==> config.mk <==
export PLATFORM = sky130hd
export DESIGN_NAME = axi_lite_slave_regs_flat
export DESIGN_NICKNAME = d
export VERILOG_FILES = /design/src/rtl/axi_lite_pkg.sv /design/src/rtl/axi_lite_slave_regs_if.sv /design/src/rtl/axi_lite_regfile.sv /design/src/rtl/axi_lite_slave_regs.sv /design/src/flat_wrapper.sv
export SDC_FILE = /design/constraint.sdc
export NUM_CORES = 1
export LEC_CHECK = 0
export ABC_CLOCK_PERIOD_IN_PS = 3300
export CAP_MARGIN = 25
export CORE_MARGIN = 4
export CORE_UTILIZATION = 35
export DETAILED_ROUTE_END_ITERATION = 7
export PLACE_DENSITY = 0.66
export SLEW_MARGIN = 20
export SYNTH_ARGS = -nofsm -noshare
export SYNTH_HDL_FRONTEND = slang
export SYNTH_HIERARCHICAL = 1
export SYNTH_SLANG_ARGS = --single-unit
==> constraint.sdc <==
create_clock -name ACLK -period 3.3 [get_ports ACLK]
set_input_delay 0.495 -clock ACLK [delete_from_list [all_inputs] [get_ports ACLK]]
set_output_delay 0.495 -clock ACLK [all_outputs]
set_load 0.1 [all_outputs]
==> src/rtl/axi_lite_pkg.sv <==
// rtl/axi_lite_pkg.sv - shared AXI4-Lite constants and FSM state types
//
// Purpose: response codes, bus widths and the write/read channel FSM state
// encodings used by the register responder and its sub-modules.
// Ports: none (package).
package axi_lite_pkg;

    localparam int DATA_W = 32;
    localparam int STRB_W = DATA_W / 8;

    localparam logic [1:0] RESP_OKAY   = 2'b00;
    localparam logic [1:0] RESP_SLVERR = 2'b10;

    typedef enum logic {
        W_IDLE = 1'b0,
        W_RESP = 1'b1
    } wr_state_e;

    typedef enum logic {
        R_IDLE = 1'b0,
        R_DATA = 1'b1
    } rd_state_e;

endpackage

==> src/rtl/axi_lite_slave_regs_if.sv <==
// rtl/axi_lite_slave_regs_if.sv - AXI4-Lite AW/W/B/AR/R channel bundle
//
// Purpose: groups the five AXI4-Lite channels into one port.
// Modports:
//   master - drives AW/W/AR payload+VALID and BREADY/RREADY
//   slave  - drives AWREADY/WREADY/ARREADY and the B/R responses
interface axi_lite_slave_regs_if #(
    parameter int ADDR_W = 8
) ();
    import axi_lite_pkg::*;

    logic [ADDR_W-1:0] AWADDR;
    logic              AWVALID;
    logic              AWREADY;
    logic [DATA_W-1:0] WDATA;
    logic [STRB_W-1:0] WSTRB;
    logic              WVALID;
    logic              WREADY;
    logic [1:0]        BRESP;
    logic              BVALID;
    logic              BREADY;
    logic [ADDR_W-1:0] ARADDR;
    logic              ARVALID;
    logic              ARREADY;
    logic [DATA_W-1:0] RDATA;
    logic [1:0]        RRESP;
    logic              RVALID;
    logic              RREADY;

    modport master (
        output AWADDR, AWVALID, WDATA, WSTRB, WVALID, BREADY,
        output ARADDR, ARVALID, RREADY,
        input  AWREADY, WREADY, BRESP, BVALID,
        input  ARREADY, RDATA, RRESP, RVALID
    );

    modport slave (
        input  AWADDR, AWVALID, WDATA, WSTRB, WVALID, BREADY,
        input  ARADDR, ARVALID, RREADY,
        output AWREADY, WREADY, BRESP, BVALID,
        output ARREADY, RDATA, RRESP, RVALID
    );

endinterface

==> src/rtl/axi_lite_regfile.sv <==
// rtl/axi_lite_regfile.sv - NUM_REGS x 32-bit register bank with byte strobes
//
// Purpose: storage for the AXI4-Lite responder.
// Ports:
//   clk_i, rst_ni  - clock, asynchronous active-low reset (clears all regs)
//   we_i           - commit write this edge (caller has already range-checked)
//   widx_i         - register index to write
//   wdata_i/wstrb_i- write data and byte-lane enables
//   ridx_i         - combinational read index
//   rdata_o        - contents of register ridx_i (0 if no such register)
//   regs_flat_o    - all registers, reg i at [32i+31:32i]
module axi_lite_regfile
    import axi_lite_pkg::*;
#(
    parameter int NUM_REGS = 16,
    parameter int IDX_W    = 6
) (
    input  logic                       clk_i,
    input  logic                       rst_ni,
    input  logic                       we_i,
    input  logic [IDX_W-1:0]           widx_i,
    input  logic [DATA_W-1:0]          wdata_i,
    input  logic [STRB_W-1:0]          wstrb_i,
    input  logic [IDX_W-1:0]           ridx_i,
    output logic [DATA_W-1:0]          rdata_o,
    output logic [DATA_W*NUM_REGS-1:0] regs_flat_o
);

    // Read mux built as an OR chain so every select uses a constant index.
    logic [DATA_W-1:0] rd_chain [NUM_REGS+1];
    assign rd_chain[0] = '0;

    for (genvar g = 0; g < NUM_REGS; g++) begin : g_reg
        logic [DATA_W-1:0] reg_q;
        logic              hit_w;

        assign hit_w = we_i && (widx_i == IDX_W'(g));

        for (genvar b = 0; b < STRB_W; b++) begin : g_lane
            always_ff @(posedge clk_i or negedge rst_ni) begin
                if (!rst_ni) begin
                    reg_q[8*b +: 8] <= '0;
                end else if (hit_w && wstrb_i[b]) begin
                    reg_q[8*b +: 8] <= wdata_i[8*b +: 8];
                end
            end
        end

        assign rd_chain[g+1] = rd_chain[g] | ((ridx_i == IDX_W'(g)) ? reg_q : '0);
        assign regs_flat_o[DATA_W*g +: DATA_W] = reg_q;
    end

    assign rdata_o = rd_chain[NUM_REGS];

endmodule

==> src/rtl/axi_lite_slave_regs.sv <==
// rtl/axi_lite_slave_regs.sv - AXI4-Lite register responder, write and read FSMs
//
// Purpose: answers AXI4-Lite transactions against a bank of NUM_REGS 32-bit
// registers; one outstanding write and one outstanding read, independent.
// Ports:
//   ACLK, ARESETN - clock, asynchronous active-low reset
//   bus           - AXI4-Lite channels (slave modport)
//   regs_flat     - register contents, reg i at [32i+31:32i]
module axi_lite_slave_regs
    import axi_lite_pkg::*;
#(
    parameter int ADDR_W   = 8,
    parameter int NUM_REGS = 16
) (
    input  logic                       ACLK,
    input  logic                       ARESETN,
    axi_lite_slave_regs_if.slave       bus,
    output logic [DATA_W*NUM_REGS-1:0] regs_flat
);

    localparam int IDX_W = ADDR_W - 2;
    localparam logic [IDX_W:0] NUM_REGS_L = (IDX_W+1)'(NUM_REGS);

    // ---------------- write channel ----------------
    wr_state_e         wr_state_q;
    logic              awready_q, wready_q, bvalid_q;
    logic [1:0]        bresp_q;
    logic              aw_done_q, w_done_q;
    logic [ADDR_W-1:0] awaddr_q;
    logic [DATA_W-1:0] wdata_q;
    logic [STRB_W-1:0] wstrb_q;

    logic              aw_hs, w_hs, wr_fire, wr_ok;
    logic [ADDR_W-1:0] wr_addr;
    logic [DATA_W-1:0] wr_data;
    logic [STRB_W-1:0] wr_strb;
    logic [IDX_W-1:0]  wr_idx;

    assign aw_hs = bus.AWVALID && awready_q;
    assign w_hs  = bus.WVALID && wready_q;

    // A channel captured on an earlier edge comes from its holding register,
    // one arriving this edge comes straight off the bus.
    assign wr_addr = aw_done_q ? awaddr_q : bus.AWADDR;
    assign wr_data = w_done_q  ? wdata_q  : bus.WDATA;
    assign wr_strb = w_done_q  ? wstrb_q  : bus.WSTRB;
    assign wr_idx  = wr_addr[ADDR_W-1:2];
    assign wr_ok   = {1'b0, wr_idx} < NUM_REGS_L;
    assign wr_fire = (wr_state_q == W_IDLE) && (aw_done_q || aw_hs) && (w_done_q || w_hs);

    always_ff @(posedge ACLK or negedge ARESETN) begin
        if (!ARESETN) begin
            wr_state_q <= W_IDLE;
            awready_q  <= 1'b0;
            wready_q   <= 1'b0;
            bvalid_q   <= 1'b0;
            bresp_q    <= RESP_OKAY;
            aw_done_q  <= 1'b0;
            w_done_q   <= 1'b0;
            awaddr_q   <= '0;
            wdata_q    <= '0;
            wstrb_q    <= '0;
        end else begin
            case (wr_state_q)
                W_IDLE: begin
                    if (wr_fire) begin
                        bvalid_q   <= 1'b1;
                        bresp_q    <= wr_ok ? RESP_OKAY : RESP_SLVERR;
                        awready_q  <= 1'b0;
                        wready_q   <= 1'b0;
                        wr_state_q <= W_RESP;
                    end else begin
                        if (aw_hs) begin
                            aw_done_q <= 1'b1;
                            awaddr_q  <= bus.AWADDR;
                        end
                        if (w_hs) begin
                            w_done_q <= 1'b1;
                            wdata_q  <= bus.WDATA;
                            wstrb_q  <= bus.WSTRB;
                        end
                        // Also raises the READYs on the first edge out of reset.
                        awready_q <= !(aw_done_q || aw_hs);
                        wready_q  <= !(w_done_q || w_hs);
                    end
                end
                W_RESP: begin
                    if (bus.BREADY) begin
                        bvalid_q   <= 1'b0;
                        aw_done_q  <= 1'b0;
                        w_done_q   <= 1'b0;
                        awready_q  <= 1'b1;
                        wready_q   <= 1'b1;
                        wr_state_q <= W_IDLE;
                    end
                end
                default: wr_state_q <= W_IDLE;
            endcase
        end
    end

    assign bus.AWREADY = awready_q;
    assign bus.WREADY  = wready_q;
    assign bus.BVALID  = bvalid_q;
    assign bus.BRESP   = bresp_q;

    // ---------------- read channel ----------------
    rd_state_e         rd_state_q;
    logic              arready_q, rvalid_q;
    logic [1:0]        rresp_q;
    logic [DATA_W-1:0] rdata_q;

    logic [IDX_W-1:0]  rd_idx;
    logic              rd_ok;
    logic [DATA_W-1:0] rf_rdata;

    assign rd_idx = bus.ARADDR[ADDR_W-1:2];
    assign rd_ok  = {1'b0, rd_idx} < NUM_REGS_L;

    always_ff @(posedge ACLK or negedge ARESETN) begin
        if (!ARESETN) begin
            rd_state_q <= R_IDLE;
            arready_q  <= 1'b0;
            rvalid_q   <= 1'b0;
            rresp_q    <= RESP_OKAY;
            rdata_q    <= '0;
        end else begin
            case (rd_state_q)
                R_IDLE: begin
                    if (bus.ARVALID && arready_q) begin
                        // Register contents before any write committing this edge.
                        rdata_q    <= rd_ok ? rf_rdata : '0;
                        rresp_q    <= rd_ok ? RESP_OKAY : RESP_SLVERR;
                        rvalid_q   <= 1'b1;
                        arready_q  <= 1'b0;
                        rd_state_q <= R_DATA;
                    end else begin
                        arready_q <= 1'b1;
                    end
                end
                R_DATA: begin
                    if (bus.RREADY) begin
                        rvalid_q   <= 1'b0;
                        arready_q  <= 1'b1;
                        rd_state_q <= R_IDLE;
                    end
                end
                default: rd_state_q <= R_IDLE;
            endcase
        end
    end

    assign bus.ARREADY = arready_q;
    assign bus.RVALID  = rvalid_q;
    assign bus.RRESP   = rresp_q;
    assign bus.RDATA   = rdata_q;

    // Address bits [1:0] select a byte within a word and do not affect decode.
    logic unused_addr_lsbs;
    assign unused_addr_lsbs = ^{wr_addr[1:0], bus.ARADDR[1:0]};

    axi_lite_regfile #(
        .NUM_REGS (NUM_REGS),
        .IDX_W    (IDX_W)
    ) u_regfile (
        .clk_i       (ACLK),
        .rst_ni      (ARESETN),
        .we_i        (wr_fire && wr_ok),
        .widx_i      (wr_idx),
        .wdata_i     (wr_data),
        .wstrb_i     (wr_strb),
        .ridx_i      (rd_idx),
        .rdata_o     (rf_rdata),
        .regs_flat_o (regs_flat)
    );

endmodule

==> src/flat_wrapper.sv <==
// flat-port wrapper written by rule: the top's interface ports become plain ports
module axi_lite_slave_regs_flat import axi_lite_pkg::*;
#(
    parameter int ADDR_W   = 8,
    parameter int NUM_REGS = 16
)
  (ACLK, ARESETN, regs_flat, bus_AWADDR, bus_AWVALID, bus_WDATA, bus_WSTRB, bus_WVALID, bus_BREADY, bus_ARADDR, bus_ARVALID, bus_RREADY, bus_AWREADY, bus_WREADY, bus_BRESP, bus_BVALID, bus_ARREADY, bus_RDATA, bus_RRESP, bus_RVALID);
  axi_lite_slave_regs_if #(.ADDR_W(ADDR_W)) bus_i ();
  input  logic ACLK;
  input  logic ARESETN;
  output logic [DATA_W*NUM_REGS-1:0] regs_flat;
  input wire logic [$bits(bus_i.AWADDR)-1:0] bus_AWADDR;
  input wire logic [$bits(bus_i.AWVALID)-1:0] bus_AWVALID;
  input wire logic [$bits(bus_i.WDATA)-1:0] bus_WDATA;
  input wire logic [$bits(bus_i.WSTRB)-1:0] bus_WSTRB;
  input wire logic [$bits(bus_i.WVALID)-1:0] bus_WVALID;
  input wire logic [$bits(bus_i.BREADY)-1:0] bus_BREADY;
  input wire logic [$bits(bus_i.ARADDR)-1:0] bus_ARADDR;
  input wire logic [$bits(bus_i.ARVALID)-1:0] bus_ARVALID;
  input wire logic [$bits(bus_i.RREADY)-1:0] bus_RREADY;
  output wire logic [$bits(bus_i.AWREADY)-1:0] bus_AWREADY;
  output wire logic [$bits(bus_i.WREADY)-1:0] bus_WREADY;
  output wire logic [$bits(bus_i.BRESP)-1:0] bus_BRESP;
  output wire logic [$bits(bus_i.BVALID)-1:0] bus_BVALID;
  output wire logic [$bits(bus_i.ARREADY)-1:0] bus_ARREADY;
  output wire logic [$bits(bus_i.RDATA)-1:0] bus_RDATA;
  output wire logic [$bits(bus_i.RRESP)-1:0] bus_RRESP;
  output wire logic [$bits(bus_i.RVALID)-1:0] bus_RVALID;
  assign bus_i.AWADDR = bus_AWADDR;
  assign bus_i.AWVALID = bus_AWVALID;
  assign bus_i.WDATA = bus_WDATA;
  assign bus_i.WSTRB = bus_WSTRB;
  assign bus_i.WVALID = bus_WVALID;
  assign bus_i.BREADY = bus_BREADY;
  assign bus_i.ARADDR = bus_ARADDR;
  assign bus_i.ARVALID = bus_ARVALID;
  assign bus_i.RREADY = bus_RREADY;
  assign bus_AWREADY = bus_i.AWREADY;
  assign bus_WREADY = bus_i.WREADY;
  assign bus_BRESP = bus_i.BRESP;
  assign bus_BVALID = bus_i.BVALID;
  assign bus_ARREADY = bus_i.ARREADY;
  assign bus_RDATA = bus_i.RDATA;
  assign bus_RRESP = bus_i.RRESP;
  assign bus_RVALID = bus_i.RVALID;
  axi_lite_slave_regs #(.ADDR_W(ADDR_W), .NUM_REGS(NUM_REGS)) u_core (.ACLK(ACLK), .ARESETN(ARESETN), .bus(bus_i), .regs_flat(regs_flat));
endmodule
Word-level counts from Yosys, hierarchy flattened
Index checks and enable logic that the tools add are counted.
W data, S select, Z words.
{"block": "word_totals", "reg_bits": 601, "input_bits": 59, "out_inout_bits": 553, "wordCells": 284}
{"block": "classes", "magnitude_cmp": 2, "n_eq_ne": 37, "n_mux": 48, "bitwise": 18, "reduce_logical": 100}
{"cell": "$mux W32", "n": 18}
{"cell": "$or A32 B32 Y32", "n": 15}
{"cell": "$eq A6 B4 Y1 const B", "n": 16}
{"cell": "$logic_and A1 B1 Y1", "n": 86}
{"cell": "$eq A6 B3 Y1 const B", "n": 8}
{"cell": "$eq A6 B2 Y1 const B", "n": 4}
{"cell": "$pmux W1 S2", "n": 9}
{"cell": "$mux W1", "n": 17}
{"cell": "$eq A6 B1 Y1 const B", "n": 2}
{"cell": "$logic_not A6 Y1", "n": 2}
{"cell": "$lt A6 B5 Y1 const B", "n": 2}
{"cell": "$reduce_and A3 Y1", "n": 4}
{"cell": "$mux W8", "n": 1}
{"cell": "$ne A2 B1 Y1 const B", "n": 4}
{"cell": "$reduce_and A2 Y1", "n": 4}
{"cell": "$ne A2 B2 Y1 const B", "n": 3}
{"cell": "$mux W2", "n": 2}
{"cell": "$mux W4", "n": 1}
{"cell": "$not A1 Y1", "n": 3}
{"cell": "$logic_not A1 Y1", "n": 2}
{"cell": "$logic_or A1 B1 Y1", "n": 2}

Logic depth before layout (Yosys ltp)
Gate-level depths: netlist (run 1).
{"block": "depth", "word_depth": 18, "ltp_mapped": 10, "ltp_nobuf": 8}

Hierarchy
Netlist (run 1), hierarchy kept.
{"module": "axi_lite_regfile", "n_inst": 1, "cells_each": 1629, "area_per_inst_um2": 22595.4, "seq_area_each_um2": 12812.3}
{"module": "axi_lite_slave_regs", "n_inst": 1, "cells_each": 250, "area_per_inst_um2": 3818.7, "seq_area_each_um2": 2127.0}

Least setup slack after synthesis (run 1)
No wires, ideal clock.
{"block": "synth_timing", "path_type": "register -> register", "from": "register u_core.wready_q, in the netlist u_core/bus.WREADY", "to": "register u_core.u_regfile.g_reg[5].reg_q[2], in the netlist u_core/u_regfile/regs_flat_o[162]", "arrival_time_ps": 3028, "setup_slack_ps": 144, "stages_incl_launch_ff": 9, "synth_period_minus_slack_ps": 3156, "cell_sequence": "dfrtp_1 -> a21oi_1 -> or3_2 -> nor2_1 -> nand2_1 -> or4_1 -> nor2_2 -> nand2_1 -> mux2_1"}
{"block": "synth_via", "elab_chain_cells": 6}
{"element": "start, declared", "line_no": "axi_lite_slave_regs.sv:26", "source": "logic awready_q, wready_q, bvalid_q;"}
{"element": "start signal, assigned", "line_no": "axi_lite_slave_regs.sv:84", "source": "wready_q <= !(w_done_q || w_hs);"}
{"element": "$logic_and A1 B1 Y1", "line_no": "axi_lite_slave_regs.sv:40", "source": "assign w_hs = bus.WVALID && wready_q;"}
{"element": "$logic_or A1 B1 Y1", "line_no": "axi_lite_slave_regs.sv:49", "source": "assign wr_fire = (wr_state_q == W_IDLE) && (aw_done_q || aw_hs) && (w_done_q || w_hs);"}
{"element": "$logic_and A1 B1 Y1", "line_no": "axi_lite_slave_regs.sv:49"}
{"element": "$logic_and A1 B1 Y1", "line_no": "axi_lite_slave_regs.sv:168", "source": ".we_i (wr_fire && wr_ok),"}
{"element": "$logic_and A1 B1 Y1", "line_no": "axi_lite_regfile.sv:37", "source": "assign hit_w = we_i && (widx_i == IDX_W'(g));"}
{"element": "$logic_and A1 B1 Y1", "line_no": "axi_lite_regfile.sv:43", "source": "end else if (hit_w && wstrb_i[b]) begin"}
{"element": "end signal, assigned by index", "line_no": "axi_lite_regfile.sv:44", "source": "reg_q[8*b +: 8] <= wdata_i[8*b +: 8];"}
{"element": "end, declared", "line_no": "axi_lite_regfile.sv:34", "source": "logic [DATA_W-1:0] reg_q;"}
No other way between the ends.
A chain may end at the register's enable or synchronous reset.

Worst setup path after layout (run 1)
{"block": "layout_timing", "from": "input bus_AWVALID", "to": "register u_core.u_regfile.g_reg[5].reg_q[2], in the netlist u_core/u_regfile/regs_flat_o[162]"}
{"block": "layout_via", "elab_chain_cells": 7}
{"element": "start, declared", "line_no": "flat_wrapper.sv:13", "source": "input wire logic [$bits(bus_i.AWVALID)-1:0] bus_AWVALID;"}
{"element": "$logic_and A1 B1 Y1", "line_no": "axi_lite_slave_regs.sv:39", "source": "assign aw_hs = bus.AWVALID && awready_q;"}
{"element": "$logic_or A1 B1 Y1", "line_no": "axi_lite_slave_regs.sv:49"}
{"element": "$logic_and A1 B1 Y1 (2 in series)", "line_no": "axi_lite_slave_regs.sv:49"}
{"element": "$logic_and A1 B1 Y1", "line_no": "axi_lite_slave_regs.sv:168"}
{"element": "$logic_and A1 B1 Y1", "line_no": "axi_lite_regfile.sv:37"}
{"element": "$logic_and A1 B1 Y1", "line_no": "axi_lite_regfile.sv:43"}
No other way between the ends.

==> results of run 1 <==
==> state kept, by name (all words and copies together) (netlist names) <==
signal / cells
u_core/wstrb_q: 4
u_core/bus.RRESP: 1
u_core/wr_state_q: 1
u_core/u_regfile/regs_flat_o: 512
u_core/bus.RDATA: 32
u_core/bus.ARREADY: 1
u_core/bus.AWREADY: 1
u_core/bus.BRESP: 1
u_core/bus.BVALID: 1
u_core/wdata_q: 32
u_core/w_done_q: 1
u_core/aw_done_q: 1
u_core/bus.WREADY: 1
u_core/awaddr_q: 6
u_core/bus.RVALID: 1
u_core/rd_state_q: 1
==> worst max-delay path, delay by kind of cell <==
family	cells	cell delay (ns)
and+or+nand+nor	6	1.71
AOI/OAI and AO/OA	1	0.07
buffers and inverters	3	0.85
muxes	1	0.31
==> report_power, final <==
| part | switching, mW | internal (mW) |
|---|---|---|
| Clock | 3.12 | 5.08 |
| Combinational | 7.93 | 2.51 |
| Sequential | 0.837 | 8.31 |
| Total | 11.9 | 15.9 |
==> cell type report <==
type	instances	area, um2	share of cell area [%]
Inverter	2	7.51	0.0204
Tap cell	969	1210	3.30
Sequential cell	597	14900	40.7
Clock buffer	95	1980	5.40
Timing Repair Buffer	752	7200	19.6
Multi-Input combinational cell	1156	10900	29.8
Clock inverter	27	462	1.26
==> cells by family after synthesis <==
family,after synthesis
AO/OA/AOI/OAI,266
flip-flops,597
multiplexers,661
AND/OR/NAND/NOR,227
buffers and inverters,127
other,1
==> timing repair <==
action	4_1_cts	5_1_grt
hold buffers	1	0
buffers inserted	0	0
hold endpoints to repair	62	0
==> cells in the final DEF (no fill, tap or decap), types with 2 or more instances in the layout <==
cell             Yosys  final
inv_1                2      2
nor2b_1              2      2
a22o_1              64     64
mux2_1               9      9
and2_2               0      9
nand2b_1             3      3
clkbuf_16            0     69
a211oi_1             5      5
buf_4                2    398
clkbuf_8             0     16
a21oi_1              3      3
clkinv_8             0      4
a221oi_1             5      5
nor3b_1              2      2
mux2_4              29     29
nor2_1              18     17
nand4_1              5      5
clkinv_2             0     10
buf_12               3     66
o22ai_1             32     32
and3_1              29     28
nor2_2              11     11
nand2_2              4      6
dfrtp_1            597    596
mux2_2             559    559
o2bb2ai_1           27     27
mux2i_1             64     64
a22oi_1             91     91
and2_1              13      4
clkdlybuf4s50_1      0    286
bufinv_16            0     11
nor3_1              33     33
a222oi_1            32     32
conb_1               1      2
or3_1                2      2
nor2_4              16     17
clkbuf_1            93     10
nand2_1             76     74
==> worst max path at each step <==
stage | startpoint | to | cells past startpoint
after floorplan | u_core/bus.WREADY$_DFFE_PN0P_ | u_core/u_regfile/regs_flat_o[162]$_DFFE_PN0P_ | 8
after global placement | bus_AWVALID | u_core/u_regfile/regs_flat_o[162]$_DFFE_PN0P_ | 11
after detailed placement | bus_AWVALID | u_core/u_regfile/regs_flat_o[162]$_DFFE_PN0P_ | 11
after CTS | u_core/bus.AWREADY$_DFFE_PN0P_ | u_core/u_regfile/regs_flat_o[162]$_DFFE_PN0P_ | 10
after global routing | u_core/bus.WREADY$_DFFE_PN0P_ | u_core/u_regfile/regs_flat_o[205]$_DFFE_PN0P_ | 10
final | bus_AWVALID | u_core/u_regfile/regs_flat_o[162]$_DFFE_PN0P_ | 11
==> per-stage QoR <==
| step | hold slack (ns) | area (um2) | setup TNS, ns |
|---|---|---|---|
| after floorplan | 0.199 | 26400 | 0 |
| after global placement | 0.474 | 34300 | -31.13 |
| after detailed placement | 0.489 | 34300 | -47.52 |
| after CTS | 0.488 | 36700 | 0 |
| after global routing | 0.515 | 36700 | 0 |
| final | 0.504 | 36700 | 0 |
==> per-layer routing <==
metal / GRT usage [%] / share of wire [%] / up-vias
li1: - / - / 8487
met1: 35.0 / 41 / 10600
met2: 42.9 / 47 / 1027
met3: 6.47 / 8.3 / 265
met4: 10.9 / 4.4 / 6
met5: 0.596 / 0.093 / -
==> impl_metrics.toml, run 1 <==
[synth]
syn_area_mm2 = 0.0264
synth_fa_ha_area_share_pct = 0
synth_top_family_by_area = "multiplexers"
synth-edff-count = 0
netlist_instances = 1879
ys_seq_area_share_pct = 56.6
yosys.cell_types.count = 50
synth_area_leader_cell = "dfrtp_1"
synth_top_area_share_pct = 56.6
avgSynthCellArea_um2 = 14.1
synthMuxAreaShare_pct = 28.3
yosys_warnings = 6
synth_xor_area_share_pct = 0
synth_common_cells = "597 x dfrtp_1, 559 x mux2_2, 93 x clkbuf_1, 91 x a22oi_1, 76 x nand2_1"
synth_compound_area_share_pct = 8.19
yosys.area_share.simple_pct = 4.77
synth.ff_latch_count = 597
yosys_most_used_dff = "dfrtp_1"
synth_most_common_cell = "dfrtp_1"
synthTopCellsByArea = "dfrtp_1 57%, mux2_2 24%, a22oi_1 2.6%"
async_flop_share_pct = 100

[routing]
routedWlPerCell_um = 30.8
first_pass_iters = 8
drt_iter0_markers = 1630
drt-vias-per-instance = 5.66
antenna_left = 0
vias = 20400
drcViolationCount = 0
routed_wl_um = 111000

[cts]
clock_latency_ns = 0.60
cts_root_buf = "clkbuf_16"
cts.sinks = 597
clockBufferDepth = 3
htreeDepth = 3
cts_tree = "built"
cts_buffers = 67
cts_resized = 0
cts.clk_slew.worst_paths_ns = 0.06

[floorplanning]
io_pins = 612
rows = 100
die-area_mm2 = 0.0799
core_region_area_mm2 = 0.0746
die_height_um = 283
die_x_um = 283
start_util_pct = 35.4

[critical_path]
r2r_slack_ns = 0.30
worstPathArrival_ns = 3.47
worstSetupStartpointType = "input port"
r2r-start = "u_core/bus.AWREADY$_DFFE_PN0P_"
path_cells = "clkdlybuf4s50_1, a21oi_4, or3_2, nor2_1, buf_4, nand2_1, or4_1, nor2_2, nand2_1, buf_12, mux2_1"
cp_max_fo = 8
r2r_end = "u_core/u_regfile/regs_flat_o[162]$_DFFE_PN0P_"
slowest_delay_ns = 0.53
worstSetupPathType = "in2reg"
r2r_cells = 10
cp_common_cell = "nand2_1"
end_kind = "flop"
required_ns = 3.75
critical_path.slowest_cell = "clkdlybuf4s50_1"

[worst_hold_path]
whs_path_depth = 1
hold_class = "reg2reg"
min_to = "u_core/awaddr_q[4]$_DFFE_PN0P_"
hold_start = "u_core/awaddr_q[4]$_DFFE_PN0P_"

[sta]
drv_slew = 0
fin_skew_ns = 0.0357
max_slew_margin_pct = 32.8
fin_ws_ns = 0.289
max_freq_mhz = 332
rsz0062_at_grt = "no"
hold_violations = 0
worst_slew_pin_slew_ns = 1.01
period_needed_ns = 3.01
fin_crit_sh_pct = 91.2
finalSetupViolations = 0

[pwr]
ir_worst_vdd_mv = 0.472
p_per_area_mw_per_mm2 = 756
finalPower_mw = 27.8
p_leak_nw = 17.7

[job]
drv_cap = 0

[global_route]
grt_start_max_net_pins = 90
grt_first_pass_wirelength_um = 154000
grtUsageTotal_pct = 26.7
grt_pass1_vias = 21200
antenna_found_initial = 4
overflow = 0

[finish]
area_growth_pct = 39.1
nNetsFinal = 2635
drive_above_1_share_pct = 46.4
finish.utilization_pct = 49.3
diodes = 0
stdcell_count = 3598
fill_cells = 6410

[placement]
dpl.cell_count = 3475
portBuffers = 605
gp_congestion = 0.887
place_ws_ns = -0.268
hpwl_um = 77500

[status]
status = "completed"
(Power assumes the default switching activity.)
==> run 2, diff against run 1 <==
--- a/config.mk
+++ b/config.mk
@@ -5,12 +5,13 @@
 export SDC_FILE = /design/constraint.sdc
 export NUM_CORES = 1
 export LEC_CHECK = 0
-export ABC_CLOCK_PERIOD_IN_PS = 3300
+export ABC_CLOCK_PERIOD_IN_PS = 3800
 export CAP_MARGIN = 25
 export CORE_MARGIN = 4
 export CORE_UTILIZATION = 35
 export DETAILED_ROUTE_END_ITERATION = 7
 export PLACE_DENSITY = 0.66
+export SETUP_SLACK_MARGIN = 0.5
 export SLEW_MARGIN = 20
 export SYNTH_ARGS = -nofsm -noshare
 export SYNTH_HDL_FRONTEND = slang
==> constraint.sdc (replaced) <==
create_clock -name ACLK -period 3.8 [get_ports ACLK]
set_input_delay 0.57 -clock ACLK [delete_from_list [all_inputs] [get_ports ACLK]]
set_output_delay 0.57 -clock ACLK [all_outputs]
set_load 0.1 [all_outputs]
==> impl_metrics.toml, run 2 (synthesized netlist as in run 1, its figures left out) <==
[status]
status = "finished with violations"
violations = "hold timing"

[job]
drv_cap = 0

[global_route]
overflow = 0
grt_pass1_vias = 21200
grt_start_max_net_pins = 99
antenna_found_initial = 4
grtUsageTotal_pct = 27.2
grt_first_pass_wirelength_um = 156000

[critical_path]
r2r_slack_ns = 0.69
worstSetupPathType = "reg2reg"
r2r_end = "u_core/u_regfile/regs_flat_o[205]$_DFFE_PN0P_"
cp_max_fo = 10
r2r-start = "u_core/aw_done_q$_DFFE_PN0P_"
worstSetupStartpointType = "flop"
end_kind = "flop"
worstPathArrival_ns = 3.57
r2r_cells = 10
required_ns = 4.27

[finish]
largest_reg_flops = 512
stdcell_count = 3574
nNetsFinal = 2609
seq_area_mm2 = 0.0149
mostFrequentLayoutCell = "clkdlybuf4s50_1"
fill_cells = 6409
multi_input_area_mm2 = 0.0109
area_growth_pct = 40.0
stdcell_area_mm2 = 0.0370
finish.utilization_pct = 49.6
drive_above_1_share_pct = 33.7
layout_common_cells = "598 x clkdlybuf4s50_1, 596 x dfrtp_1, 559 x mux2_2"

[sta]
max_slew_margin_pct = 25.2
max_freq_mhz = 322
period_needed_ns = 3.11
fin_tns_setup_ns = 0
fin_skew_ns = 0.0305
hold-worst-slack_ns = -0.0161
drv_slew = 0
finalSetupViolations = 0
fin_crit_sh_pct = 81.8
hold_violations = 15
worst_slew_pin_slew_ns = 1.12
fin_ws_ns = 0.693
rsz0062_at_grt = "no"

[cts]
htreeDepth = 3
cts_resized = 0
clockBufferDepth = 3
cts.clk_slew.worst_paths_ns = 0.06
cts_hold_buf = 0
clock_latency_ns = 0.61
cts_tree = "built"
cts.sinks = 597
cts_buffers = 68
postCtsSetupBuffers = 0
cts_root_buf = "clkbuf_16"

[floorplanning]
die-area_mm2 = 0.0799
start_util_pct = 35.4
die_height_um = 283
core_region_area_mm2 = 0.0746
io_pins = 612
die_x_um = 283
rows = 100

[worst_hold_path]
hold_class = "in2async"

[routing]
routed_wl_um = 112000
drcViolationCount = 0
antenna_left = 0
routedWlPerCell_um = 31.4
drt_iter0_markers = 1801
drt-vias-per-instance = 5.68
first_pass_iters = 7
vias = 20300

[placement]
gp_congestion = 0.890
hpwl_um = 77000
dpl_cell_area_mm2 = 0.0346
dpl.cell_count = 3449
place_ws_ns = 0.191
portBuffers = 605

[pwr]
ir_worst_vdd_mv = 0.381
p_leak_nw = 16.7
p_per_area_mw_per_mm2 = 647
finalPower_mw = 24.0
-- run 2: cell count changes in the layout (fill, tap and decap cells not counted) --
cell	previous run	this run
buf_4	398	79
clkdlybuf4s50_1	286	598
buf_12	66	45
diode_2	0	5
bufinv_16	11	7
clkbuf_1	10	14
buf_16	0	2
clkinv_2	10	8
clkinv_4	0	1
dlygate4sd3_1	1	0
inv_6	1	0
-- run 2: worst max-delay path, stage by stage, from the launching register on --
cell and delay [ns]:
dfrtp_1 0.61, a21oi_4 0.07, or3_2 0.50, nor2_1 0.12, buf_4 0.16, nand2_1 0.07, or4_1 0.50, nor2_2 0.32
nand2_1 0.15, buf_12 0.17, mux2_1 0.31
-- run 2: layer usage --
metal  routed length, um  vias up  track usage [%]
li1                    -     8400                -
met1               46300    10600             36.6
met2               51600     1059             42.6
met3                9460      252             6.33
met4                4990        2             11.7
met5                  13        -                0
-- run 2: worst max path at each step --
stage	startpoint	end	slack [ns]	cells past startpoint
after global routing	u_core/aw_done_q$_DFFE_PN0P_	u_core/u_regfile/regs_flat_o[178]$_DFFE_PN0P_	0.55	10
after detailed placement	bus_AWVALID	u_core/u_regfile/regs_flat_o[178]$_DFFE_PN0P_	0.19	11
after global placement	bus_AWVALID	u_core/u_regfile/regs_flat_o[162]$_DFFE_PN0P_	0.21	11
after CTS	u_core/aw_done_q$_DFFE_PN0P_	u_core/u_regfile/regs_flat_o[205]$_DFFE_PN0P_	0.70	10
after floorplan	u_core/bus.WREADY$_DFFE_PN0P_	u_core/u_regfile/regs_flat_o[162]$_DFFE_PN0P_	0.64	8
final	u_core/aw_done_q$_DFFE_PN0P_	u_core/u_regfile/regs_flat_o[205]$_DFFE_PN0P_	0.69	10
-- run 2: power breakdown --
group          internal, mW  switching [mW]
registers              7.22           0.722
clock network          4.14            2.73
logic                  2.27            6.87
total                  13.6            10.3
-- run 2: final cells by class --
| cell class | count | share of cell area, % |
|---|---|---|
| Clock buffer | 99 | 5.41 |
| Multi-Input combinational cell | 1156 | 29.6 |
| Clock inverter | 21 | 0.896 |
| Timing Repair Buffer | 725 | 20.4 |
| Antenna cell | 5 | 0.0338 |
| Tap cell | 969 | 3.28 |
| Sequential cell | 597 | 40.4 |
| Inverter | 2 | 0.0203 |
==> run 3, diff against run 2 <==
--- a/config.mk
+++ b/config.mk
@@ -5,12 +5,12 @@
 export SDC_FILE = /design/constraint.sdc
 export NUM_CORES = 1
 export LEC_CHECK = 0
-export ABC_CLOCK_PERIOD_IN_PS = 3800
+export ABC_CLOCK_PERIOD_IN_PS = 2800
 export CAP_MARGIN = 25
 export CORE_MARGIN = 4
 export CORE_UTILIZATION = 35
 export DETAILED_ROUTE_END_ITERATION = 7
-export PLACE_DENSITY = 0.66
+export PLACE_DENSITY = 0.69
 export SETUP_SLACK_MARGIN = 0.5
 export SLEW_MARGIN = 20
 export SYNTH_ARGS = -nofsm -noshare
==> constraint.sdc (replaced) <==
create_clock -name ACLK -period 2.8 [get_ports ACLK]
set_input_delay 0.42 -clock ACLK [delete_from_list [all_inputs] [get_ports ACLK]]
set_output_delay 0.42 -clock ACLK [all_outputs]
set_load 0.1 [all_outputs]
==> impl_metrics.toml, run 3 (synthesized netlist as in run 1, its figures left out) <==
[status]
status = "completed"

[critical_path]
r2r_end = "u_core/u_regfile/regs_flat_o[229]$_DFFE_PN0P_"
required_ns = 3.28
r2r_cells = 8
end_kind = "flop"
cp_max_fo = 8
worstSetupStartpointType = "flop"
worstSetupPathType = "reg2reg"
worstPathArrival_ns = 3.09
r2r_slack_ns = 0.19
cp-startpoint = "u_core/wr_state_q$_DFF_PN0_"
r2r-start = "u_core/wr_state_q$_DFF_PN0_"

[finish]
seq_area_mm2 = 0.0150
finish.utilization_pct = 50.9
drive_above_1_share_pct = 58.8
nNetsFinal = 2668
multi_input_area_mm2 = 0.0122
diodes = 0
fill_cells = 6328
largest_reg_flops = 512
area_growth_pct = 43.7
mostFrequentLayoutCell = "buf_4"
layout_common_cells = "622 x buf_4, 592 x dfrtp_1, 394 x mux2_2"
stdcell_count = 3627

[sta]
finalSetupViolations = 0
fin_crit_sh_pct = 93.2
drv_slew = 0
rsz0062_at_grt = "yes"
worst_slew_pin_slew_ns = 0.666
fin_tns_setup_ns = 0
max_freq_mhz = 383
fin_skew_ns = 0.0229
max_slew_margin_pct = 55.6
period_needed_ns = 2.61
hold-worst-slack_ns = 0.384
hold_violations = 0

[cts]
cts_root_buf = "clkbuf_16"
cts_tree = "built"
clock_latency_ns = 0.62
cts.clk_slew.worst_paths_ns = 0.06
cts_buffers = 67
cts.sinks = 597
clockBufferDepth = 3
htreeDepth = 3

[pwr]
p_leak_nw = 18.6
ir_worst_vdd_mv = 0.604
p_per_area_mw_per_mm2 = 878
finalPower_mw = 33.3

[global_route]
grtUsageTotal_pct = 27.0
grt_pass1_vias = 21900
grt_start_max_net_pins = 87
antenna_found_initial = 2
grt_first_pass_wirelength_um = 157000
overflow = 0

[floorplanning]
core_region_area_mm2 = 0.0746
io_pins = 612
die_x_um = 283
die-area_mm2 = 0.0799
rows = 100
die_height_um = 283
start_util_pct = 35.4

[routing]
routedWlPerCell_um = 30.7
drt-vias-per-instance = 5.70
drt_iter0_markers = 1789
drcViolationCount = 0
first_pass_iters = 6
vias = 20700
antenna_left = 0
routed_wl_um = 111000

[placement]
portBuffers = 605
hpwl_um = 78300
dpl.cell_count = 3489
gp_congestion = 0.871

[job]
drv_cap = 0

[worst_hold_path]
hold_class = "in2async"
==> run 3: per-layer routing <==
| metal | global-route usage [%] | up-vias | wire, um |
|---|---|---|---|
| met5 | 0 | - | 0 |
| met4 | 10.6 | 0 | 4810 |
| met3 | 7.48 | 250 | 10100 |
| met2 | 42.8 | 1142 | 51500 |
| met1 | 35.4 | 10800 | 45100 |
| li1 | - | 8496 | - |
==> run 3: layout make-up <==
cell class                      instances  area share [%]
Sequential cell                       597            39.4
Multi-Input combinational cell       1156            32.2
Timing Repair Buffer                  785            19.0
Clock buffer                           92            5.17
Tap cell                              969            3.19
Clock inverter                         26           0.976
Inverter                                2          0.0198
==> run 3: power breakdown <==
group / switching [mW] / leakage, nW / internal, mW
Combinational: 9.81 / 9.31 / 3.35
Clock: 3.75 / 1.13 / 5.58
Sequential: 1.05 / 8.20 / 9.81
==> run 3: worst max path at each step <==
stage                                                     to  slack (ns)  cells after the start
2_1_floorplan  u_core/u_regfile/regs_flat_o[168]$_DFFE_PN0P_        0.30                      8
3_3_place_gp   u_core/u_regfile/regs_flat_o[254]$_DFFE_PN0P_       -0.38                      9
3_5_place_dp   u_core/u_regfile/regs_flat_o[254]$_DFFE_PN0P_       -0.45                      9
4_1_cts        u_core/u_regfile/regs_flat_o[162]$_DFFE_PN0P_        0.23                      9
5_1_grt        u_core/u_regfile/regs_flat_o[229]$_DFFE_PN0P_        0.19                      9
6_report       u_core/u_regfile/regs_flat_o[229]$_DFFE_PN0P_        0.19                      8
==> run 3: timing repair <==
action / CTS / global route
setup endpoints to repair: 514 / 516
pin swaps: 28 / 20
hold endpoints to repair: 56 / 0
gates cloned: 1 / 0
buffers inserted: 12 / 6
resized for setup: 248 / 41
hold buffers: 1 / 0
==> run 3: stage by stage <==
step	setup slack, ns	cell area [um2]
after floorplan	0.303	26700
after global placement	-0.379	34200
after detailed placement	-0.455	34200
after CTS	0.234	37700
after global routing	0.185	38000
final	0.190	38000
==> run 3: critical path, stage by stage (launching register included) <==
cell	delay, ns
dfrtp_2	0.45
or3_4	0.42
nor2_4	0.22
nand2_2	0.10
or4_4	0.49
nor2_4	0.17
buf_12	0.17
nand2_8	0.10
mux2_4	0.34
